<file path="src/rtl/execute_stage.sv">
// rtl/execute_stage.sv - Y86-64 E pipeline register, ALU, condition codes and branch/cmov condition
//
// Purpose:
//   Latches the decode-stage outputs into the E register every cycle (or a NOP
//   bubble when E_bubble is set), computes the ALU result for the instruction
//   held in E, maintains the {ZF,SF,OF} condition-code register and evaluates
//   the jXX/cmovXX condition from it.
//
// Ports:
//   clk, rst_n                   clock, asynchronous active-low reset
//   E_bubble                     load a NOP bubble into E instead of d_*
//   d_stat/icode/ifun            decode status and instruction fields
//   d_valC/valA/valB             decode constant and forwarded operands
//   d_dstE/dstM/srcA/srcB        decode register ids
//   m_stat, W_stat               downstream status, inhibit CC update on exception
//   E_stat/icode/ifun/dstM/srcA/srcB/valA   E register contents
//   e_valE                       ALU result
//   e_dstE                       effective E destination (RNONE for untaken cmov)
//   e_Cnd                        condition result
//   cc                           {ZF,SF,OF} condition-code register

module execute_stage #(
    parameter int         WIDTH    = 64,
    parameter logic [2:0] CC_RESET = 3'b100
) (
    input  logic             clk,
    input  logic             rst_n,
    input  logic             E_bubble,
    input  logic [2:0]       d_stat,
    input  logic [3:0]       d_icode,
    input  logic [3:0]       d_ifun,
    input  logic [WIDTH-1:0] d_valC,
    input  logic [WIDTH-1:0] d_valA,
    input  logic [WIDTH-1:0] d_valB,
    input  logic [3:0]       d_dstE,
    input  logic [3:0]       d_dstM,
    input  logic [3:0]       d_srcA,
    input  logic [3:0]       d_srcB,
    input  logic [2:0]       m_stat,
    input  logic [2:0]       W_stat,
    output logic [2:0]       E_stat,
    output logic [3:0]       E_icode,
    output logic [3:0]       E_ifun,
    output logic [3:0]       E_dstM,
    output logic [3:0]       E_srcA,
    output logic [3:0]       E_srcB,
    output logic [WIDTH-1:0] E_valA,
    output logic [WIDTH-1:0] e_valE,
    output logic [3:0]       e_dstE,
    output logic             e_Cnd,
    output logic [2:0]       cc
);

    localparam logic [3:0] I_NOP    = 4'h1;
    localparam logic [3:0] I_RRMOVQ = 4'h2;
    localparam logic [3:0] I_IRMOVQ = 4'h3;
    localparam logic [3:0] I_RMMOVQ = 4'h4;
    localparam logic [3:0] I_MRMOVQ = 4'h5;
    localparam logic [3:0] I_OPQ    = 4'h6;
    localparam logic [3:0] I_CALL   = 4'h8;
    localparam logic [3:0] I_RET    = 4'h9;
    localparam logic [3:0] I_PUSHQ  = 4'hA;
    localparam logic [3:0] I_POPQ   = 4'hB;

    localparam logic [2:0] S_AOK = 3'd1;
    localparam logic [2:0] S_HLT = 3'd2;
    localparam logic [2:0] S_ADR = 3'd3;
    localparam logic [2:0] S_INS = 3'd4;

    localparam logic [3:0] R_NONE = 4'hF;

    localparam logic [3:0] A_ADD = 4'h0;
    localparam logic [3:0] A_SUB = 4'h1;
    localparam logic [3:0] A_AND = 4'h2;
    localparam logic [3:0] A_XOR = 4'h3;

    localparam logic [WIDTH-1:0] POS8 = WIDTH'(8);
    localparam logic [WIDTH-1:0] NEG8 = ~(WIDTH'(7));

    logic [WIDTH-1:0] E_valB;
    logic [WIDTH-1:0] E_valC;
    logic [3:0]       E_dstE;

    logic [WIDTH-1:0] alu_a;
    logic [WIDTH-1:0] alu_b;
    logic [3:0]       alufun;
    logic [2:0]       flags;
    logic             set_cc;
    logic             zf;
    logic             sf;
    logic             of;

    // Exceptions further down the pipe must not let a younger OPQ alter the CCs.
    assign set_cc = (E_icode == I_OPQ)
                 && !(m_stat == S_ADR || m_stat == S_INS || m_stat == S_HLT)
                 && !(W_stat == S_ADR || W_stat == S_INS || W_stat == S_HLT);

    always_ff @(posedge clk or negedge rst_n) begin
        if (!rst_n) begin
            E_stat  <= S_AOK;
            E_icode <= I_NOP;
            E_ifun  <= 4'h0;
            E_valA  <= '0;
            E_valB  <= '0;
            E_valC  <= '0;
            E_dstE  <= R_NONE;
            E_dstM  <= R_NONE;
            E_srcA  <= R_NONE;
            E_srcB  <= R_NONE;
            cc      <= CC_RESET;
        end else begin
            // flags come from the instruction currently in E, before it is replaced
            if (set_cc) begin
                cc <= flags;
            end
            if (E_bubble) begin
                E_stat  <= S_AOK;
                E_icode <= I_NOP;
                E_ifun  <= 4'h0;
                E_valA  <= '0;
                E_valB  <= '0;
                E_valC  <= '0;
                E_dstE  <= R_NONE;
                E_dstM  <= R_NONE;
                E_srcA  <= R_NONE;
                E_srcB  <= R_NONE;
            end else begin
                E_stat  <= d_stat;
                E_icode <= d_icode;
                E_ifun  <= d_ifun;
                E_valA  <= d_valA;
                E_valB  <= d_valB;
                E_valC  <= d_valC;
                E_dstE  <= d_dstE;
                E_dstM  <= d_dstM;
                E_srcA  <= d_srcA;
                E_srcB  <= d_srcB;
            end
        end
    end

    always_comb begin
        alu_a = '0;
        case (E_icode)
            I_RRMOVQ, I_OPQ:              alu_a = E_valA;
            I_IRMOVQ, I_RMMOVQ, I_MRMOVQ: alu_a = E_valC;
            I_CALL, I_PUSHQ:              alu_a = NEG8;
            I_RET, I_POPQ:                alu_a = POS8;
            default:                      alu_a = '0;
        endcase
    end

    always_comb begin
        alu_b = '0;
        case (E_icode)
            I_RMMOVQ, I_MRMOVQ, I_OPQ, I_CALL, I_PUSHQ, I_RET, I_POPQ: alu_b = E_valB;
            default:                                                   alu_b = '0;
        endcase
    end

    assign alufun = (E_icode == I_OPQ) ? E_ifun : A_ADD;

    always_comb begin
        e_valE = '0;
        of     = 1'b0;
        case (alufun)
            A_ADD: begin
                e_valE = alu_b + alu_a;
                of     = (alu_a[WIDTH-1] == alu_b[WIDTH-1]) && (e_valE[WIDTH-1] != alu_a[WIDTH-1]);
            end
            A_SUB: begin
                e_valE = alu_b - alu_a;
                of     = (alu_a[WIDTH-1] != alu_b[WIDTH-1]) && (e_valE[WIDTH-1] != alu_b[WIDTH-1]);
            end
            A_AND:   e_valE = alu_b & alu_a;
            A_XOR:   e_valE = alu_b ^ alu_a;
            // undefined OPQ function: decode has already flagged it as SINS
            default: e_valE = '0;
        endcase
        flags = {(e_valE == '0), e_valE[WIDTH-1], of};
    end

    // The condition is taken from the CC register, not from this cycle's ALU flags.
    assign zf = cc[2];
    assign sf = cc[1];

    always_comb begin
        e_Cnd = 1'b0;
        case (E_ifun)
            4'h0:    e_Cnd = 1'b1;
            4'h1:    e_Cnd = (sf ^ cc[0]) | zf;
            4'h2:    e_Cnd = sf ^ cc[0];
            4'h3:    e_Cnd = zf;
            4'h4:    e_Cnd = ~zf;
            4'h5:    e_Cnd = ~(sf ^ cc[0]);
            4'h6:    e_Cnd = ~(sf ^ cc[0]) & ~zf;
            default: e_Cnd = 1'b0;
        endcase
    end

    assign e_dstE = (E_icode == I_RRMOVQ && !e_Cnd) ? R_NONE : E_dstE;

endmodule

</file>
<file path="config.mk">
export PLATFORM = sky130hd
export DESIGN_NAME = execute_stage
export DESIGN_NICKNAME = d
export VERILOG_FILES = /design/src/rtl/execute_stage.sv
export SDC_FILE = /design/constraint.sdc
export NUM_CORES = 1
export LEC_CHECK = 0
export CAP_MARGIN = 20
export CORE_ASPECT_RATIO = 1.2
export CORE_MARGIN = 2
export CORE_UTILIZATION = 60
export DETAILED_ROUTE_END_ITERATION = 8
export DONT_BUFFER_PORTS = 1
export PLACE_DENSITY = 0.85
export SKIP_LAST_GASP = 1
export SLEW_MARGIN = 40
export SYNTH_ARGS = -nofsm -noshare
export SYNTH_HDL_FRONTEND = slang
export SYNTH_SLANG_ARGS = --single-unit
</file>
<file path="constraint.sdc">
create_clock -name clk -period 5.3 [get_ports clk]
set_clock_uncertainty 0.1 [all_clocks]
set_input_delay 0.795 -clock clk [delete_from_list [all_inputs] [get_ports clk]]
set_output_delay 0.795 -clock clk [all_outputs]
set_load 0.05 [all_outputs]
</file>
==> reports/qor.yml, run 1 <==
synth-seq-area-share: 0.2894
dp_cells: 3399
status: "aborted with a tool error"
io_buffers: 0
cts_root_buffer: "clkbuf_16"
failing_step: "global routing"
synthArstFlopShare: 1.000
grt_remaining_overflow: 1279
run.stop_error: "[ERROR GRT-0116] Global routing finished with congestion. Check the congestion regions in the DRC Viewer."
synth_top_area_frac: 0.2635
cts_sinks: 222
row_count: 71
grtUsageTotal: 0.9710
io_pins: 387
grt_pass1_vias: 35590
hpwlAfterDp_mm: 72.40
netlist_top_cells_count: "nor2b_1 (225), dfrtp_1 (203), a21oi_1 (193), nand2_1 (193), nor2_1 (166)"
synth_nets: 2771
postSynth.topFlopCell: "dfrtp_1"
start_util: 0.6114
syn_area_per_cell_um2: 8.007
ys_ff_latch: 222
synthCells: 2408
cts_max_level: 1
gp_congestion: 1.212
synth_edf_count: 0
cts_inserted_buffers: 22
synthTopCellsByArea: "dfrtp_1 (26%), ha_1 (8.6%), nor2b_1 (7.3%)"
synth_top_area_cell: "dfrtp_1"
die_h_um: 200.4
syn_area_um2: 19280
grt_max_degree: 223
yosysUniqueCellTypes: 106
dp_worst_setup_slack_ns: -1.108
clockBufferDepth: 3
die_w_um: 167.6
yosysMostFrequentCell: "nor2b_1"
grt_pass1_wl_mm: 249.1
yosysWarnings: 0
-- kinds of logic after synthesis --
group / synth area share
AOI/OAI and AO/OA: 0.2746
xor gates and xnor gates: 0.01499
adders and majority gates: 0.08994
buffers and inverters: 0.05938
DFF: 0.2894
muxes: 0.01207
and+or+nand+nor: 0.2597
-- through the flow --
| stage | cell area [µm²] | TNS (ns) |
|---|---|---|
| floorplan | 19540 | -5.087 |
| global placement | 25280 | -5.618 |
| detailed placement | 25280 | -11.32 |
| CTS | 28730 | -26.73 |
-- routing by layer --
| layer | overflow | global-route usage |
|---|---|---|
| met1 | 72 | 0.9268 |
| met2 | 738 | 1.087 |
| met3 | 61 | 0.8866 |
| met4 | 403 | 1.034 |
| met5 | 5 | 0.6696 |
-- timing repair --
action | 4_1_cts
pin swaps | 161
resized for setup | 392
endpoints found under the setup margin | 58
endpoints found under the hold margin | 203
buffers inserted | 98
cloned | 3
==> inputs of run 2 (changes only) <==
--- a/config.mk
+++ b/config.mk
@@ -6,12 +6,11 @@
 export NUM_CORES = 1
 export LEC_CHECK = 0
 export CAP_MARGIN = 20
-export CORE_ASPECT_RATIO = 1.2
 export CORE_MARGIN = 2
-export CORE_UTILIZATION = 60
+export CORE_UTILIZATION = 40
 export DETAILED_ROUTE_END_ITERATION = 8
 export DONT_BUFFER_PORTS = 1
-export PLACE_DENSITY = 0.85
+export PLACE_DENSITY_LB_ADDON = 0.15
 export SKIP_LAST_GASP = 1
 export SLEW_MARGIN = 40
 export SYNTH_ARGS = -nofsm -noshare
==> constraint.sdc (replaced) <==
create_clock -name clk -period 6.9 [get_ports clk]
set_clock_uncertainty 0.1 [all_clocks]
set_input_delay 1.035 -clock clk [delete_from_list [all_inputs] [get_ports clk]]
set_output_delay 1.035 -clock clk [all_outputs]
set_load 0.05 [all_outputs]
==> run 2 against run 1 <==
Effect of this change: the run now ends clean; synthesized cell count unchanged; synthesized area unchanged.
==> reports/qor.yml, run 2 <==
firstDrtPassIters: 8
final.setup.worst_slack_ns: 0.02628
p_switching_mw: 1.739
gp_congestion: 0.9878
p_sw_frac: 0.3984
critPathKind: "flop to output pin"
grtUsageTotal: 0.3504
status: "finished, final reports clean"
yosysWarnings: 0
holdCritPathClass: "primary input to async pin"
cts_max_level: 1
top_regs: "E_valA (64), E_valB (64), E_valC (64)"
die_w_um: 223.6
synth-seq-area-share: 0.2894
start_kind: "flop"
via_per_inst: 6.378
start_util: 0.4047
antenna_found_initial: 7
synthCells: 2408
synthTopCellsByArea: "dfrtp_1 (26%), ha_1 (8.6%), nor2b_1 (7.3%)"
r2r-start: "E_icode[0]$_DFF_PN1_"
vias: 20210
slowest_stage: "dfstp_2"
path_max_fanout: 8
combinationalPowerShare: 0.365
period_share: 0.9962
setup.worst_path.start: "E_icode[0]$_DFF_PN1_"
grt_remaining_overflow: 0
drt_iter0_drc: 2387
syn_area_per_cell_um2: 8.007
fmax_mhz: 145.5
netlist_top_cells_count: "nor2b_1 (225), dfrtp_1 (203), a21oi_1 (193), nand2_1 (193), nor2_1 (166)"
die_h_um: 223.6
synth_edf_count: 0
cts_root_buffer: "clkbuf_16"
clockPowerShare: 0.288
yosysUniqueCellTypes: 106
grt_max_degree: 223
dp_worst_setup_slack_ns: 0.06924
crit_family: "compound AO/OA/AOI/OAI gates"
io_buffers: 0
layout_commonest_cell: "buf_4"
clkTransAtPathRegs_ns: 0.06
row_count: 80
synthSimpleGateAreaFrac: 0.2597
powerDensity_nw_per_um2: 191.9
wire_per_inst_um: 28.54
synth_xor_area_frac: 0.01499
postSynth.topFlopCell: "dfrtp_1"
ys_ff_latch: 222
dpl_cell_area_um2: 21530
clockBufferDepth: 3
max-cap-violations: 0
synth_top_family_by_area: "compound AO/OA/AOI/OAI gates"
rsz0062_at_grt: "true"
fillCellCount: 4701
synth_nets: 2771
yosysMostFrequentCell: "nor2b_1"
synthArstFlopShare: 1.000
synthMuxAreaShare: 0.01207
grt_pass1_wl_mm: 131.1
ant_nets: 0
critPathMaxStageDelay_ns: 0.53
most-common-layout-cells: "buf_4 (228), nor2b_1 (222), dfrtp_1 (201), nand2_1 (193), a21oi_1 (190)"
synth_compound_area_frac: 0.2746
nets: 2893
area_growth_pct: 17.94
die_area_um2: 49970
ir_drop_v: 0.0002011
finalSetupViolCount: 0
worstSetupEndpointType: "output pin"
path_buf_inv: 5
drt_wl_total_mm: 90.42
hpwlAfterDp_mm: 72.05
core_um2: 47650
leakagePower_nw: 10.77
final_design_area_no_fill_um2: 22740
path_cells: "nand2_1 -> mux2_2 -> nor2_4 -> buf_12 -> buf_4 -> a221oi_1 -> buf_4 -> ha_2 -> inv_1 -> a21oi_1 -> a31oi_1 -> nand4b_1 -> nor4_4 -> nor3_2 -> o31ai_2 -> o311ai_4 -> a311oi_2 -> a21oi_1 -> a2bb2oi_2 -> buf_12"
timing.final.crit_period_ns: 6.874
drive_above_1_share: 0.1754
synth_top_area_cell: "dfrtp_1"
grt_pass1_vias: 19340
relSlewSlack: 0.4289
cts_inserted_buffers: 25
final_hold_viol_count: 0
worst_slew_pin_slew_ns: 0.8566
cts_sinks: 222
ctsHoldBuffers: 0
cts_tree: "built"
seq_power_share: 0.346
drt_drc_violations_left: 0
worstPathArrival_ns: 5.74
p_int_mw: 2.625
synth_fa_ha_area_frac: 0.08994
syn_area_um2: 19280
clock_latency_ns: 0.54
synth_top_area_frac: 0.2635
cp.required_ns: 5.76
p_total_mw: 4.364
io_pins: 387
drv_slew: 0
[run 2: per-layer routing]
metal / up-vias / part of all wire / track usage / wire, µm
li1: 8970 / - / - / -
met1: 9868 / 0.44 / 0.5117 / 40180
met2: 1238 / 0.42 / 0.5161 / 38100
met3: 129 / 0.11 / 0.09562 / 10080
met4: 0 / 0.023 / 0.07247 / 2065
met5: - / 0 / 0 / 0
[run 2: cell families after synthesis]
family	count (synthesis)
XOR/XNOR	33
multiplexers	23
AND/OR/NAND/NOR	944
AO/OA/AOI/OAI	754
buffers and inverters	294
adder cells (fa/ha/maj)	138
flip-flops	222
[run 2: layout make-up]
type | count | area, µm² | share of cell area
clock inverter | 9 | 65.06 | 0.002861
tap | 615 | 769.5 | 0.03384
inverter | 142 | 533.0 | 0.02344
clock buffer | 36 | 696.9 | 0.03065
multi-input combinational | 1893 | 13040 | 0.5735
antenna | 5 | 12.51 | 0.0005502
sequential | 222 | 5582 | 0.2455
timing repair buffer | 246 | 2039 | 0.08969
[run 2: power groups by stage]
stage / Sequential (mW) / Combinational [mW] / Clock, mW
final: 1.51 / 1.59 / 1.26
after CTS: 1.51 / 1.52 / 1.28
after detailed placement: 1.53 / 1.51 / 0
after global placement: 1.53 / 1.51 / 0
after floorplan: 1.51 / 0.971 / 0
after global routing: 1.52 / 1.68 / 1.34
[run 2: repair_timing]
action	CTS	global route
endpoints found under the hold margin	0	0
buffers inserted	5	6
cloned	1	0
resized for setup	17	49
pin swaps	1	7
endpoints found under the setup margin	15	14
[run 2: metrics by stage]
step                utilization  instances  setup TNS [ns]  hold WS (ns)
floorplan                     -       2408               0        0.5010
global placement         0.4514       3105               0        0.6441
detailed placement       0.4518       3106               0        0.6435
finish                   0.4773       3168               0       0.08897
global route             0.4772       3166         -0.6028       0.07070
CTS                      0.4706       3157        -0.02248       0.07200
[run 2: worst reg2reg max path, stage by stage (launching register included)]
cell       delay [ns]
dfstp_2          0.53
nand2_1          0.09
mux2_2           0.30
nor2_4           0.15
a22o_1           0.20
ha_1             0.16
inv_1            0.06
fa_2             0.45
a211oi_4         0.33
o21ai_0          0.26
a311oi_1         0.38
xor2_1           0.18
o221ai_1         0.20
nand3b_1         0.34
a2111oi_1        0.61
nand4b_1         0.30
nor4bb_1         0.39
buf_4            0.20
nand4bb_1        0.14
nor4b_2          0.31
buf_4            0.20
nand4_1          0.13
o31ai_2          0.26
[run 2: worst paths after layout]
kind,end,slack [ns],cells after the start
setup / recovery,e_valE[63],0.03,20
hold / removal,E_valA[24]$_DFF_PN0_,0.09,0
setup reg to reg,cc[2]$_DFFE_PN1P_,0.55,22
hold reg to reg,cc[2]$_DFFE_PN1P_,0.66,2
max in group asynchronous,E_valB[48]$_DFF_PN0_,6.26,0
min in group clk,E_valA[18]$_DFF_PN0_,0.46,1
No activity file was read; power rests on OpenSTA's default activity.
